--- config.mk ---
export PLATFORM = sky130hd
export DESIGN_NAME = regfile_write_arbiter
export DESIGN_NICKNAME = d
export VERILOG_FILES = /design/src/rtl/regfile_pkg.sv /design/src/rtl/regfile_write_arbiter_wr_fifo.sv /design/src/rtl/regfile_write_arbiter.sv
export SDC_FILE = /design/constraint.sdc
export NUM_CORES = 1
export LEC_CHECK = 0
export CAP_MARGIN = 5
export CORE_MARGIN = 4
export CORE_UTILIZATION = 55
export DETAILED_ROUTE_END_ITERATION = 10
export GPL_ROUTABILITY_DRIVEN = 0
export GPL_TIMING_DRIVEN = 0
export PLACE_DENSITY = 0.75
export REMOVE_ABC_BUFFERS = 1
export SYNTH_ARGS = -nofsm -noshare
export SYNTH_HDL_FRONTEND = slang
export SYNTH_SLANG_ARGS = --single-unit
--- constraint.sdc ---
create_clock -name Clk -period 6.8 [get_ports Clk]
set_input_delay 2.04 -clock Clk [delete_from_list [all_inputs] [get_ports Clk]]
set_output_delay 2.04 -clock Clk [all_outputs]
set_load 0.02 [all_outputs]
--- src/rtl/regfile_pkg.sv ---
// Shared sizing, requester indices and write-request payload for the register-file write path.
package regfile_pkg;

    localparam int unsigned W     = 8;
    localparam int unsigned D     = 3;
    localparam int unsigned N     = 3;
    localparam int unsigned DEPTH = 2;

    localparam int unsigned REQ_ALU = 0;
    localparam int unsigned REQ_MOV = 1;
    localparam int unsigned REQ_MEM = 2;

    typedef struct packed {
        logic [D-1:0] addr;
        logic [W-1:0] data;
    } wr_req_t;

endpackage

--- src/rtl/regfile_write_arbiter_wr_fifo.sv ---
// Small power-of-two FIFO buffering one requester's pending register writes.
module wr_fifo #(
    parameter int unsigned WIDTH = 11,
    parameter int unsigned DEPTH = 2
) (
    input  logic             Clk,
    input  logic             Reset,
    input  logic             push,
    input  logic [WIDTH-1:0] push_data,
    input  logic             pop,
    output logic             full,
    output logic             empty,
    output logic [WIDTH-1:0] head
);

    localparam int unsigned AW = $clog2(DEPTH);

    logic [WIDTH-1:0] mem [DEPTH];
    logic [AW-1:0]    wr_ptr;
    logic [AW-1:0]    rd_ptr;
    logic [AW:0]      count;
    logic             do_push;
    logic             do_pop;

    assign do_push = push & ~full;
    assign do_pop  = pop & ~empty;
    assign full    = (count == (AW+1)'(DEPTH));
    assign empty   = (count == '0);
    assign head    = mem[rd_ptr];

    // Storage carries no reset; validity is tracked by count alone.
    always_ff @(posedge Clk) begin
        if (do_push) begin
            mem[wr_ptr] <= push_data;
        end
    end

    always_ff @(posedge Clk or negedge Reset) begin
        if (!Reset) begin
            wr_ptr <= '0;
            rd_ptr <= '0;
            count  <= '0;
        end else begin
            if (do_push) begin
                wr_ptr <= wr_ptr + AW'(1);
            end
            if (do_pop) begin
                rd_ptr <= rd_ptr + AW'(1);
            end
            count <= count + (AW+1)'(do_push) - (AW+1)'(do_pop);
        end
    end

endmodule

--- src/rtl/regfile_write_arbiter.sv ---
// Round-robin arbitration of three writers onto the register-file write port,
// with a registered output stage and a per-register pending-write scoreboard.
module regfile_write_arbiter #(
    parameter int unsigned W     = regfile_pkg::W,
    parameter int unsigned D     = regfile_pkg::D,
    parameter int unsigned N     = regfile_pkg::N,
    parameter int unsigned DEPTH = regfile_pkg::DEPTH
) (
    input  logic              Clk,
    input  logic              Reset,
    input  logic [N-1:0]      ReqValid,
    input  logic [N*D-1:0]    ReqAddr,
    input  logic [N*W-1:0]    ReqData,
    output logic [N-1:0]      ReqReady,
    output logic              WriteEn,
    output logic [D-1:0]      Waddr,
    output logic [W-1:0]      WData,
    output logic [2**D-1:0]   Busy,
    output logic              Idle
);

    import regfile_pkg::*;

    localparam int unsigned IW   = (N > 1) ? $clog2(N) : 1;
    localparam int unsigned NREG = 2**D;
    localparam int unsigned CMAX = N*DEPTH + 1;
    localparam int unsigned CW   = $clog2(N*DEPTH + 2);
    localparam logic [IW-1:0] LAST_RST = IW'(REQ_MEM);

    logic [N-1:0]   full;
    logic [N-1:0]   empty;
    logic [N-1:0]   accept;
    logic [N-1:0]   pop;
    wr_req_t        push_req [N];
    wr_req_t        head     [N];

    logic [IW-1:0]  last;
    logic [IW-1:0]  gnt_idx;
    logic           gnt_valid;
    wr_req_t        gnt_req;

    logic [CW-1:0]  cnt_q   [NREG];
    logic [CW-1:0]  cnt_d   [NREG];
    int unsigned    sb_sum  [NREG];

    // Per-requester buffers; payload layout follows regfile_pkg widths.
    for (genvar i = 0; i < N; i++) begin : g_req
        assign accept[i]        = ReqValid[i] & ~full[i];
        assign push_req[i].addr = ReqAddr[i*D +: D];
        assign push_req[i].data = ReqData[i*W +: W];
        assign pop[i]           = gnt_valid && (gnt_idx == IW'(i));

        wr_fifo #(
            .WIDTH ($bits(wr_req_t)),
            .DEPTH (DEPTH)
        ) u_fifo (
            .Clk       (Clk),
            .Reset     (Reset),
            .push      (accept[i]),
            .push_data (push_req[i]),
            .pop       (pop[i]),
            .full      (full[i]),
            .empty     (empty[i]),
            .head      (head[i])
        );
    end

    assign ReqReady = ~full;
    assign Idle     = (&empty) & ~WriteEn;

    // First non-empty index after last, scanned farthest-first so the nearest wins.
    always_comb begin
        gnt_valid = 1'b0;
        gnt_idx   = last;
        for (int unsigned k = N; k >= 1; k--) begin
            if (!empty[IW'((32'(last) + k) % N)]) begin
                gnt_valid = 1'b1;
                gnt_idx   = IW'((32'(last) + k) % N);
            end
        end
    end

    assign gnt_req = head[gnt_idx];

    always_ff @(posedge Clk or negedge Reset) begin
        if (!Reset) begin
            WriteEn <= 1'b0;
            Waddr   <= '0;
            WData   <= '0;
            last    <= LAST_RST;
        end else begin
            WriteEn <= gnt_valid;
            if (gnt_valid) begin
                Waddr <= gnt_req.addr;
                WData <= gnt_req.data;
                last  <= gnt_idx;
            end
        end
    end

    // Pending-write counters: accepts add, the committing write subtracts.
    always_comb begin
        for (int unsigned a = 0; a < NREG; a++) begin
            sb_sum[a] = 32'(cnt_q[a]);
            for (int unsigned i = 0; i < N; i++) begin
                if (accept[i] && (ReqAddr[i*D +: D] == D'(a))) begin
                    sb_sum[a] = sb_sum[a] + 1;
                end
            end
            if (WriteEn && (Waddr == D'(a)) && (sb_sum[a] != 0)) begin
                sb_sum[a] = sb_sum[a] - 1;
            end
            cnt_d[a] = (sb_sum[a] > CMAX) ? CW'(CMAX) : CW'(sb_sum[a]);
        end
    end

    always_ff @(posedge Clk or negedge Reset) begin
        if (!Reset) begin
            for (int unsigned a = 0; a < NREG; a++) begin
                cnt_q[a] <= '0;
            end
        end else begin
            for (int unsigned a = 0; a < NREG; a++) begin
                cnt_q[a] <= cnt_d[a];
            end
        end
    end

    for (genvar a = 0; a < NREG; a++) begin : g_busy
        assign Busy[a] = (cnt_q[a] != '0);

        a_cnt_max: assert property (@(posedge Clk) disable iff (!Reset) sb_sum[a] <= CMAX);
    end

endmodule

==> impl_metrics.csv, run 1 <==
group,metric,value,unit
timing,setup_tns,0,ns
final_layout,layout-drive-gt1-share,0.0973,
detailed_routing,drc_errors,0,
clocking,cts_tree,"yes",
yosys,seq_area_frac_synth,0.340,
clocking,holdBufCountCts,0,
worst_hold_path,min_from,"WData[5]",
yosys,postSynthAreaPerCell,9.78,sq um
yosys,synthCells,972,
clocking,path_clk_slew,0.06,ns
power,p_switching,0.00233,W
timing,post-route-min-period,6.52,ns
worst_setup_path,critPathMaxFanout,16,
grt,grt_antenna_before_repair,0,
power,irDropWorstVdd,0.519,mV
clocking,clock_sinks,116,
detailed_routing,vias_per_cell,6.30,
final_layout,nFillCells,1367,
clocking,clk_latency,0.42,ns
worst_setup_path,slowest_delay,0.52,ns
detailed_routing,drtIter0Drc,572,
yosys,async_flop_share,0.431,
grt,grt_pass1_wl,38.6,mm
timing,max_freq,153,MHz
timing,maxSlewHeadroom,0.204,
power,internal_power,0.00291,W
yosys,netlist_top_cells_count,"nand2_1, edfxtp_1, ha_1",
power,leakage,4.37,nW
outcome,status,"finished clean",
yosys,synth_most_common_cell,"nand2_1",
timing,hold_violations,0,
yosys,synth_flop_cell,"edfxtp_1",
die,start_util,0.567,
worst_setup_path,reg2reg_from,"g_req[0].u_fifo.count[1]",
detailed_routing,wl_per_cell,19.2,microns
final_layout,regArea,3230,sq um
detailed_routing,finalWirelength,24.2,mm
timing,skew,0.00885,ns
yosys,synth_cell_types,103,
clocking,post_cts.repair.setup_buffers,0,
final_layout,nets,1127,
timing,tightest_slew,1.19,ns
die,die_w,139,microns
power,netSwitchingFraction,0.445,
yosys,synthTopCellsByArea,"edfxtp_1, dfrtp_1, ha_1, mux2i_1, xnor2_1",
die,core_area,16800,sq um
die,die-height,139,microns
worst_setup_path,cp_cell_sequence,"clkdlybuf4s50_1, nand2b_4, o31ai_1, nand2_1, ha_1, nor4_1, a31oi_2, ha_1, and2_4, a31oi_1, nor2b_1, and2_1, ha_1, nor2b_1, nand2_1, or2_0, or4b_1, o211ai_2, a221oi_2, or2_1",
worst_setup_path,arrival,6.82,ns
power,p_clk_frac,0.184,
timing,rsz0062_at_grt,"false",
placed_design,io_buffers,61,
worst_setup_path,startpoint_type,"input pin",
run,max_cap_violations,0,
die,pin_count,62,
yosys,netlist_area,9510,sq um
worst_setup_path,cp.required,7.10,ns
yosys,yosysTopAreaCell,"edfxtp_1",
worst_setup_path,path_class,"input pin to flip-flop",
grt,gr-total-overflow,0,
timing,setup_viol,0,
timing,slew_violations,0,
die,dieArea,19400,sq um
yosys,synth_warnings,0,
grt,grt_pass1_vias,7682,
power,power_frac_seq,0.246,
final_layout,multiInputGateArea,5910,sq um
final_layout,utilization,0.650,
yosys,synth-seq-cells,116,
detailed_routing,dr.pass1.iters,5,
timing,period_share,0.959,
power,combPwrFrac,0.570,
detailed_routing,ant_nets,0,
final_layout,antennaDiodeCount,0,
worst_setup_path,crit_path_end_kind,"flip-flop",
worst_setup_path,critPathMostFrequentCell,"ha_1",
die,rows,47,
worst_setup_path,cp_slowest_cell,"clkdlybuf4s50_1",
yosys,yosysTopAreaCellShare,0.209,
placed_design,dp_hpwl,17.1,mm
clocking,numCtsBuffers,17,
clocking,cts_root_buf,"clkbuf_16",
grt,grt.total_usage,0.246,
worst_hold_path,min_path_type,"flip-flop to flip-flop",
detailed_routing,num_vias,7922,
yosys,synth_edf_count,66,
clocking,ctsLongestPathBuffers,2,
final_layout,area_growth,14.7,%
worst_setup_path,crit_start,"ReqAddr[2]",
power,cellPowerDensity,481,nW/um^2
grt,grt_max_degree,32,
clocking,cts_max_level,4,
[metrics by stage]
stage	area, sq um	setup slack [ns]	hold slack [ns]	power, W	cells
final	10900	0.279	0.499	0.00524	1258
after global routing	10900	0.0377	0.518	0.00562	1258
after CTS	10900	0.0681	0.501	0.00523	1258
after detailed placement	10200	-0.521	0.486	0.00422	1226
after global placement	10200	-0.514	0.477	0.00412	1224
after floorplan	9330	0.707	0.461	0.00343	943
[worst paths after layout]
kind / endpoint / slack (ns) / cells after the start
worst min-delay path: WData[5] / 0.50 / 2
worst max register to register: cnt_q[19] / 1.40 / 20
min in group asynchronous: WData[2] / 1.62 / 1
max in group asynchronous: last[1] / 4.51 / 2
worst min register to register: WData[5] / 0.50 / 2
worst max-delay path: cnt_q[19] / 0.28 / 20
[worst max-delay path, delay by kind of cell]
kind | cells | cell delay [ns]
AO/OA/AOI/OAI | 5 | 1.02
buffers and inverters | 1 | 0.52
adder cells (fa/ha/maj) | 3 | 0.81
AND/OR/NAND/NOR | 11 | 2.40
[placed cells by master, fill, tap and decap left out, drive strengths merged, types with 8 or more instances in the layout]
| cell | netlist | final |
|---|---|---|
| edfxtp | 66 | 66 |
| nand2 | 76 | 76 |
| ha | 64 | 64 |
| conb | 1 | 8 |
| or3 | 12 | 12 |
| and2 | 17 | 17 |
| nor2 | 39 | 39 |
| nor3 | 32 | 32 |
| or2 | 9 | 9 |
| clkbuf | 19 | 18 |
| o221ai | 12 | 12 |
| a31oi | 21 | 21 |
| a21oi | 23 | 23 |
| nand3b | 10 | 10 |
| inv | 55 | 62 |
| nor2b | 19 | 19 |
| mux2i | 50 | 50 |
| dfrtp | 49 | 49 |
| nor4 | 16 | 16 |
| xor2 | 19 | 19 |
| clkdlybuf4s50 | 0 | 58 |
| nand2b | 20 | 20 |
| mux2 | 21 | 21 |
| nand4 | 33 | 33 |
| a211o | 9 | 9 |
| xnor2 | 50 | 50 |
| o31ai | 17 | 17 |
| nand3 | 38 | 38 |
| and3 | 13 | 13 |
| o21ai | 25 | 25 |
| and4 | 11 | 11 |
[flip-flops by register name, indices dropped and copies added (netlist names)]
register,flops
WData,8
WriteEn,1
g_req.u_fifo.mem,66
Waddr,3
last,2
g_req.u_fifo.count,6
cnt_q,24
g_req.u_fifo.wr_ptr,3
g_req.u_fifo.rd_ptr,3
[cell families after synthesis]
family / synth area share
AOI/OAI and AO/OA: 0.135
xor gates and xnor gates: 0.0894
adders and majority gates: 0.0864
buffers and inverters: 0.0433
DFF: 0.340
muxes: 0.0779
other: 0.000395
and+or+nand+nor: 0.227
[metal layers]
layer  global-route usage  routed length, microns  up-vias
li1                     -                       -     3768
met1                0.310                   10200     3785
met2                0.427                   11900      317
met3               0.0436                    1570       52
met4               0.0814                     531        0
met5                    0                       0        -
[power groups by stage]
stage / logic (W) / registers, W / clock network, W
2_1_floorplan: 0.00217 / 0.00126 / 0
3_5_place_dp: 0.00292 / 0.00130 / 0
4_1_cts: 0.00298 / 0.00129 / 0.000968
3_3_place_gp: 0.00284 / 0.00129 / 0
6_report: 0.00299 / 0.00129 / 0.000962
5_1_grt: 0.00329 / 0.00132 / 0.00101
[cell type report]
class	instances	share of cell area
Inverter	55	0.0194
Timing Repair Buffer	63	0.0585
Clock buffer	18	0.0403
Clock inverter	14	0.0174
Multi-Input combinational cell	772	0.542
Sequential cell	116	0.297
Tap cell	220	0.0253
[what timing repair did]
item / CTS / global route
endpoints found under the setup margin: 3 / 6
resized for setup: 2 / 6
gates cloned: 0 / 0
Note: power is estimated with default switching activity, not from simulation.
==> run 2: changes to the inputs <==
--- a/config.mk
+++ b/config.mk
@@ -6,11 +6,12 @@
 export NUM_CORES = 1
 export LEC_CHECK = 0
 export CAP_MARGIN = 5
-export CORE_MARGIN = 4
+export CORE_MARGIN = 2
 export CORE_UTILIZATION = 55
 export DETAILED_ROUTE_END_ITERATION = 10
 export GPL_ROUTABILITY_DRIVEN = 0
 export GPL_TIMING_DRIVEN = 0
+export MAX_ROUTING_LAYER = met4
 export PLACE_DENSITY = 0.75
 export REMOVE_ABC_BUFFERS = 1
 export SYNTH_ARGS = -nofsm -noshare
==> impl_metrics.csv, run 2 (same netlist as run 1, synthesis figures left out) <==
group,metric,value,unit
outcome,status,"finished clean",
detailed_routing,drc_errors,0,
power,combPwrFrac,0.571,
timing,maxSlewHeadroom,0.203,
final_layout,largest_register,"g_req.u_fifo.mem",
detailed_routing,ant_nets,0,
final_layout,reg.largest.list,"g_req.u_fifo.mem x66, cnt_q x24, WData x8",
final_layout,largest_register_ffs,66,
grt,grt_antenna_before_repair,0,
placed_design,dp_hpwl,16.4,mm
worst_setup_path,path_class,"input pin to flip-flop",
power,cellPowerDensity,476,nW/um^2
die,die_w,135,microns
grt,grt_pass1_wl,37.3,mm
placed_design,dpl.cell_count,1231,
power,netSwitchingFraction,0.447,
clocking,cts_root_buf,"clkbuf_16",
worst_setup_path,startpoint_type,"input pin",
power,irDropWorstVdd,0.641,mV
final_layout,nFillCells,1401,
grt,grt_max_degree,32,
clocking,clk_latency,0.42,ns
timing,tightest_slew,1.19,ns
run,max_cap_violations,0,
clocking,ctsLongestPathBuffers,2,
grt,gr-total-overflow,0,
clocking,post_cts.repair.setup_buffers,0,
die,core_area,17100,sq um
final_layout,regArea,3230,sq um
detailed_routing,finalWirelength,23.3,mm
clocking,numCtsBuffers,17,
clocking,cts_tree,"yes",
grt,grt_pass1_vias,7529,
final_layout,layout-drive-gt1-share,0.0983,
power,p_switching,0.00232,W
worst_setup_path,crit_path_end_kind,"flip-flop",
final_layout,area_growth,14.6,%
die,start_util,0.555,
die,rows,48,
detailed_routing,vias_per_cell,6.19,
timing,slew_violations,0,
detailed_routing,dr.pass1.iters,5,
detailed_routing,wl_per_cell,18.5,microns
timing,period_share,0.961,
worst_setup_path,cp.required,7.11,ns
power,leakage,4.36,nW
final_layout,final_common_cell,"nand2_1",
timing,setup_slack,0.264,ns
clocking,clock_sinks,116,
clocking,cts_max_level,4,
final_layout,final_cell_mix,"nand2_1, edfxtp_1, ha_1, clkdlybuf4s50_1, inv_1",
timing,setup_viol,0,
die,pin_count,62,
detailed_routing,drtIter0Drc,500,
die,dieArea,18300,sq um
timing,post-route-min-period,6.54,ns
final_layout,multiInputGateArea,5920,sq um
timing,skew,0.00933,ns
placed_design,io_buffers,61,
worst_setup_path,critPathMaxFanout,16,
power,internal_power,0.00287,W
final_layout,antennaDiodeCount,0,
timing,hold_violations,0,
timing,setup_tns,0,ns
grt,grt.total_usage,0.266,
die,die-height,135,microns
detailed_routing,num_vias,7818,
timing,max_freq,153,MHz
clocking,path_clk_slew,0.06,ns
power,power_frac_seq,0.249,
final_layout,finalNonFillerCells,1263,
worst_setup_path,arrival,6.85,ns
final_layout,nets,1127,
placed_design,pre_cts_ws,-0.593,ns
worst_hold_path,min_path_type,"flip-flop to flip-flop",
power,p_clk_frac,0.180,
-- run 2: cell count changes in the layout (fill, tap and decap cells not counted), sizes merged --
cell | before | now
clkinv | 3 | 2
inv | 62 | 65
clkbuf | 18 | 17
bufinv | 3 | 2
-- run 2: through the flow --
step	instance area, sq um	power (W)	utilization	hold slack (ns)
floorplan	9330	0.00343	-	0.461
global route	10900	0.00557	0.636	0.503
global placement	10200	0.00412	0.597	0.474
detailed placement	10200	0.00420	0.599	0.484
CTS	10900	0.00517	0.635	0.497
finish	10900	0.00519	0.636	0.496
-- run 2: layout make-up --
class | count | share of cell area
Timing Repair Buffer | 63 | 0.0586
Inverter | 55 | 0.0194
Clock buffer | 17 | 0.0391
Multi-Input combinational cell | 772 | 0.543
Clock inverter | 15 | 0.0169
Tap cell | 225 | 0.0258
Sequential cell | 116 | 0.297
-- run 2: critical path, stage by stage --
cell and delay (ns):
clkdlybuf4s50_1 0.67, nand2b_4 0.22, o31ai_1 0.39, nand2_1 0.10, ha_1 0.29, nor4_1 0.05, a31oi_2 0.35, ha_1 0.21
and2_4 0.17, o211ai_1 0.09, o22a_1 0.26, nor2b_1 0.17, and2_1 0.17, ha_1 0.26, nor2b_1 0.20, nand2_1 0.07
or2_0 0.20, or4b_1 0.51, o211ai_2 0.09, a221oi_2 0.09, or2_1 0.24
-- run 2: worst paths after layout --
path                            slack (ns)                endpoint  cells past startpoint                startpoint
max in group asynchronous             4.58                cnt_q[1]                      2                     Reset
worst min-delay path                  0.50  g_req[0].u_fifo.wr_ptr                      1    g_req[0].u_fifo.wr_ptr
min in group asynchronous             1.62                WData[1]                      1                     Reset
worst min register to register        0.50  g_req[0].u_fifo.wr_ptr                      1    g_req[0].u_fifo.wr_ptr
worst max-delay path                  0.26               cnt_q[19]                     21               ReqValid[0]
worst max register to register        1.45               cnt_q[19]                     21  g_req[0].u_fifo.count[1]
-- run 2: power by group through the flow --
stage | sequential (W) | clock (W) | combinational [W]
after detailed placement | 0.00129 | 0 | 0.00291
after global placement | 0.00129 | 0 | 0.00283
after floorplan | 0.00126 | 0 | 0.00217
final | 0.00129 | 0.000935 | 0.00296
after global routing | 0.00132 | 0.000974 | 0.00328
after CTS | 0.00129 | 0.000941 | 0.00295
-- run 2: timing repair --
item / in CTS / in global routing
hold buffers: 0 / 0
pin swaps: 0 / 0
hold endpoints to repair: 0 / 0
endpoints found under the setup margin: 5 / 6
resized for setup: 2 / 7
-- run 2: routing by layer --
layer  wire (microns)  track usage  vias up
li1                 -            -     3764
met1            10100        0.333     3712
met2            11200        0.439      298
met3             1530       0.0423       44
met4              553       0.0978        0
met5                0            -        -
==> run 3: changes to the inputs <==
--- a/config.mk
+++ b/config.mk
@@ -14,6 +14,7 @@
 export MAX_ROUTING_LAYER = met4
 export PLACE_DENSITY = 0.75
 export REMOVE_ABC_BUFFERS = 1
+export SLEW_MARGIN = 30
 export SYNTH_ARGS = -nofsm -noshare
 export SYNTH_HDL_FRONTEND = slang
 export SYNTH_SLANG_ARGS = --single-unit
==> impl_metrics.csv, run 3 (same netlist as run 1, synthesis figures left out) <==
group,metric,value,unit
power,cellPowerDensity,476,nW/um^2
detailed_routing,drtIter0Drc,654,
worst_setup_path,r2r_slack,1.46,ns
worst_setup_path,reg2reg_to,"cnt_q[21]",
clocking,cts_max_level,4,
worst_hold_path,min_path_type,"flip-flop to flip-flop",
clocking,clk_latency,0.43,ns
die,die-height,135,microns
die,dieArea,18300,sq um
detailed_routing,drc_errors,0,
final_layout,antennaDiodeCount,0,
grt,grt_antenna_before_repair,0,
timing,maxSlewHeadroom,0.354,
detailed_routing,num_vias,7892,
final_layout,reg.largest.list,"g_req.u_fifo.mem x66, cnt_q x24, WData x8",
power,irDropWorstVdd,0.303,mV
final_layout,area_growth,14.9,%
power,p_switching,0.00231,W
placed_design,io_buffers,61,
timing,setup_slack,0.227,ns
power,combPwrFrac,0.568,
worst_setup_path,r2r_cells,20,
worst_setup_path,crit_path_end_kind,"flip-flop",
power,internal_power,0.00289,W
timing,setup_viol,0,
power,power,0.00520,W
worst_setup_path,path_class,"input pin to flip-flop",
detailed_routing,vias_per_cell,6.25,
placed_design,dp_hpwl,16.3,mm
power,leakage,4.35,nW
timing,hold-worst-slack,0.506,ns
final_layout,largest_register_ffs,66,
clocking,cts_root_buf,"clkbuf_16",
final_layout,final_cell_mix,"nand2_1, edfxtp_1, ha_1, clkdlybuf4s50_1, inv_1",
detailed_routing,wl_per_cell,18.5,microns
die,rows,48,
timing,post-route-min-period,6.57,ns
detailed_routing,dr.pass1.iters,5,
die,die_w,135,microns
grt,gr-total-overflow,0,
outcome,status,"finished clean",
placed_design,pre_cts_ws,-0.582,ns
run,max_cap_violations,0,
grt,grt_pass1_vias,7572,
die,pin_count,62,
power,netSwitchingFraction,0.444,
final_layout,layout-drive-gt1-share,0.103,
timing,period_share,0.967,
worst_hold_path,min_path_cells,2,
grt,grt_max_degree,32,
detailed_routing,ant_nets,0,
final_layout,nets,1126,
timing,hold_violations,0,
worst_hold_path,min_from,"WData[7]",
die,core_area,17100,sq um
worst_setup_path,cp.required,7.13,ns
power,p_clk_frac,0.185,
grt,grt.total_usage,0.268,
worst_setup_path,critPathMaxFanout,16,
worst_setup_path,arrival,6.90,ns
clocking,clock_sinks,116,
timing,rsz0062_at_grt,"false",
final_layout,final_common_cell,"nand2_1",
timing,max_freq,152,MHz
final_layout,utilization,0.638,
clocking,ctsLongestPathBuffers,2,
timing,tightest_slew,0.962,ns
worst_hold_path,holdPathEnd,"WData[7]",
detailed_routing,finalWirelength,23.4,mm
clocking,path_clk_slew,0.06,ns
timing,slew_violations,0,
worst_setup_path,startpoint_type,"input pin",
die,start_util,0.555,
grt,grt_pass1_wl,37.5,mm
power,power_frac_seq,0.247,
final_layout,largest_register,"g_req.u_fifo.mem",
clocking,cts_tree,"yes",
worst_setup_path,reg2reg_from,"g_req[0].u_fifo.count[1]",
clocking,numCtsBuffers,17,
timing,skew,0.0163,ns
[run 3: cell count changes in the layout (fill, tap and decap cells not counted), moves of 3 or more]
cell,previous run,this run
clkinv_4,0,4
nor2_1,38,35
nor2_2,1,4
inv_6,7,3
[run 3: power groups by stage]
| stage | clock [W] | sequential (W) | combinational, W |
|---|---|---|---|
| 2_1_floorplan | 0 | 0.00126 | 0.00217 |
| 3_3_place_gp | 0 | 0.00129 | 0.00283 |
| 3_5_place_dp | 0 | 0.00129 | 0.00290 |
| 4_1_cts | 0.000965 | 0.00129 | 0.00294 |
| 5_1_grt | 0.00100 | 0.00132 | 0.00327 |
| 6_report | 0.000961 | 0.00129 | 0.00295 |
[run 3: per-layer routing]
metal,GRT usage,vias to the layer above,part of all wire
met3,0.0468,54,0.062
met1,0.330,3788,0.43
li1,-,3770,-
met2,0.447,280,0.48
met5,-,-,0
met4,0.0961,0,0.023
[run 3: repair_timing]
action                                  4_1_cts  5_1_grt
gates resized for setup                       2        8
endpoints found under the setup margin        5        6
hold buffers                                  0        0
buffers inserted                              0        0
[run 3: layout make-up]
class / instances / area, sq um
inverter: 55 / 211
timing repair buffer: 62 / 633
tap: 225 / 282
sequential: 116 / 3230
fill: 1386 / 6200
clock inverter: 15 / 196
clock buffer: 17 / 425
multi-input combinational: 772 / 5940
[run 3: worst max path at each step]
stage,start,end,slack (ns),cells past startpoint
final,ReqValid[0],cnt_q[21],0.23,20
after global routing,ReqValid[0],cnt_q[21],0.01,20
after CTS,ReqAddr[2],cnt_q[19],0.1,21
after detailed placement,ReqAddr[2],cnt_q[21],-0.58,20
after global placement,ReqAddr[2],cnt_q[21],-0.59,20
after floorplan,ReqAddr[2],cnt_q[19],0.71,20
[run 3: metrics by stage]
stage	setup TNS, ns	instances	area, sq um
2_1_floorplan	0	943	9330
3_3_place_gp	-2.52	1229	10200
3_5_place_dp	-2.73	1230	10300
4_1_cts	0	1262	10900
5_1_grt	0	1262	10900
6_report	0	1262	10900
[run 3: critical path, stage by stage]
cell             delay (ns)
clkdlybuf4s50_1        0.66
nand2b_4               0.21
o31ai_1                0.47
and2_1                 0.20
inv_1                  0.04
ha_1                   0.28
nor4_1                 0.27
a31oi_1                0.12
ha_1                   0.26
nand4_1                0.23
a211o_1                0.17
o22ai_1                0.09
a221oi_2               0.43
inv_1                  0.13
nor3b_1                0.24
ha_1                   0.28
nor4b_1                0.14
and4_1                 0.22
a31o_2                 0.22
o21ai_0                0.19
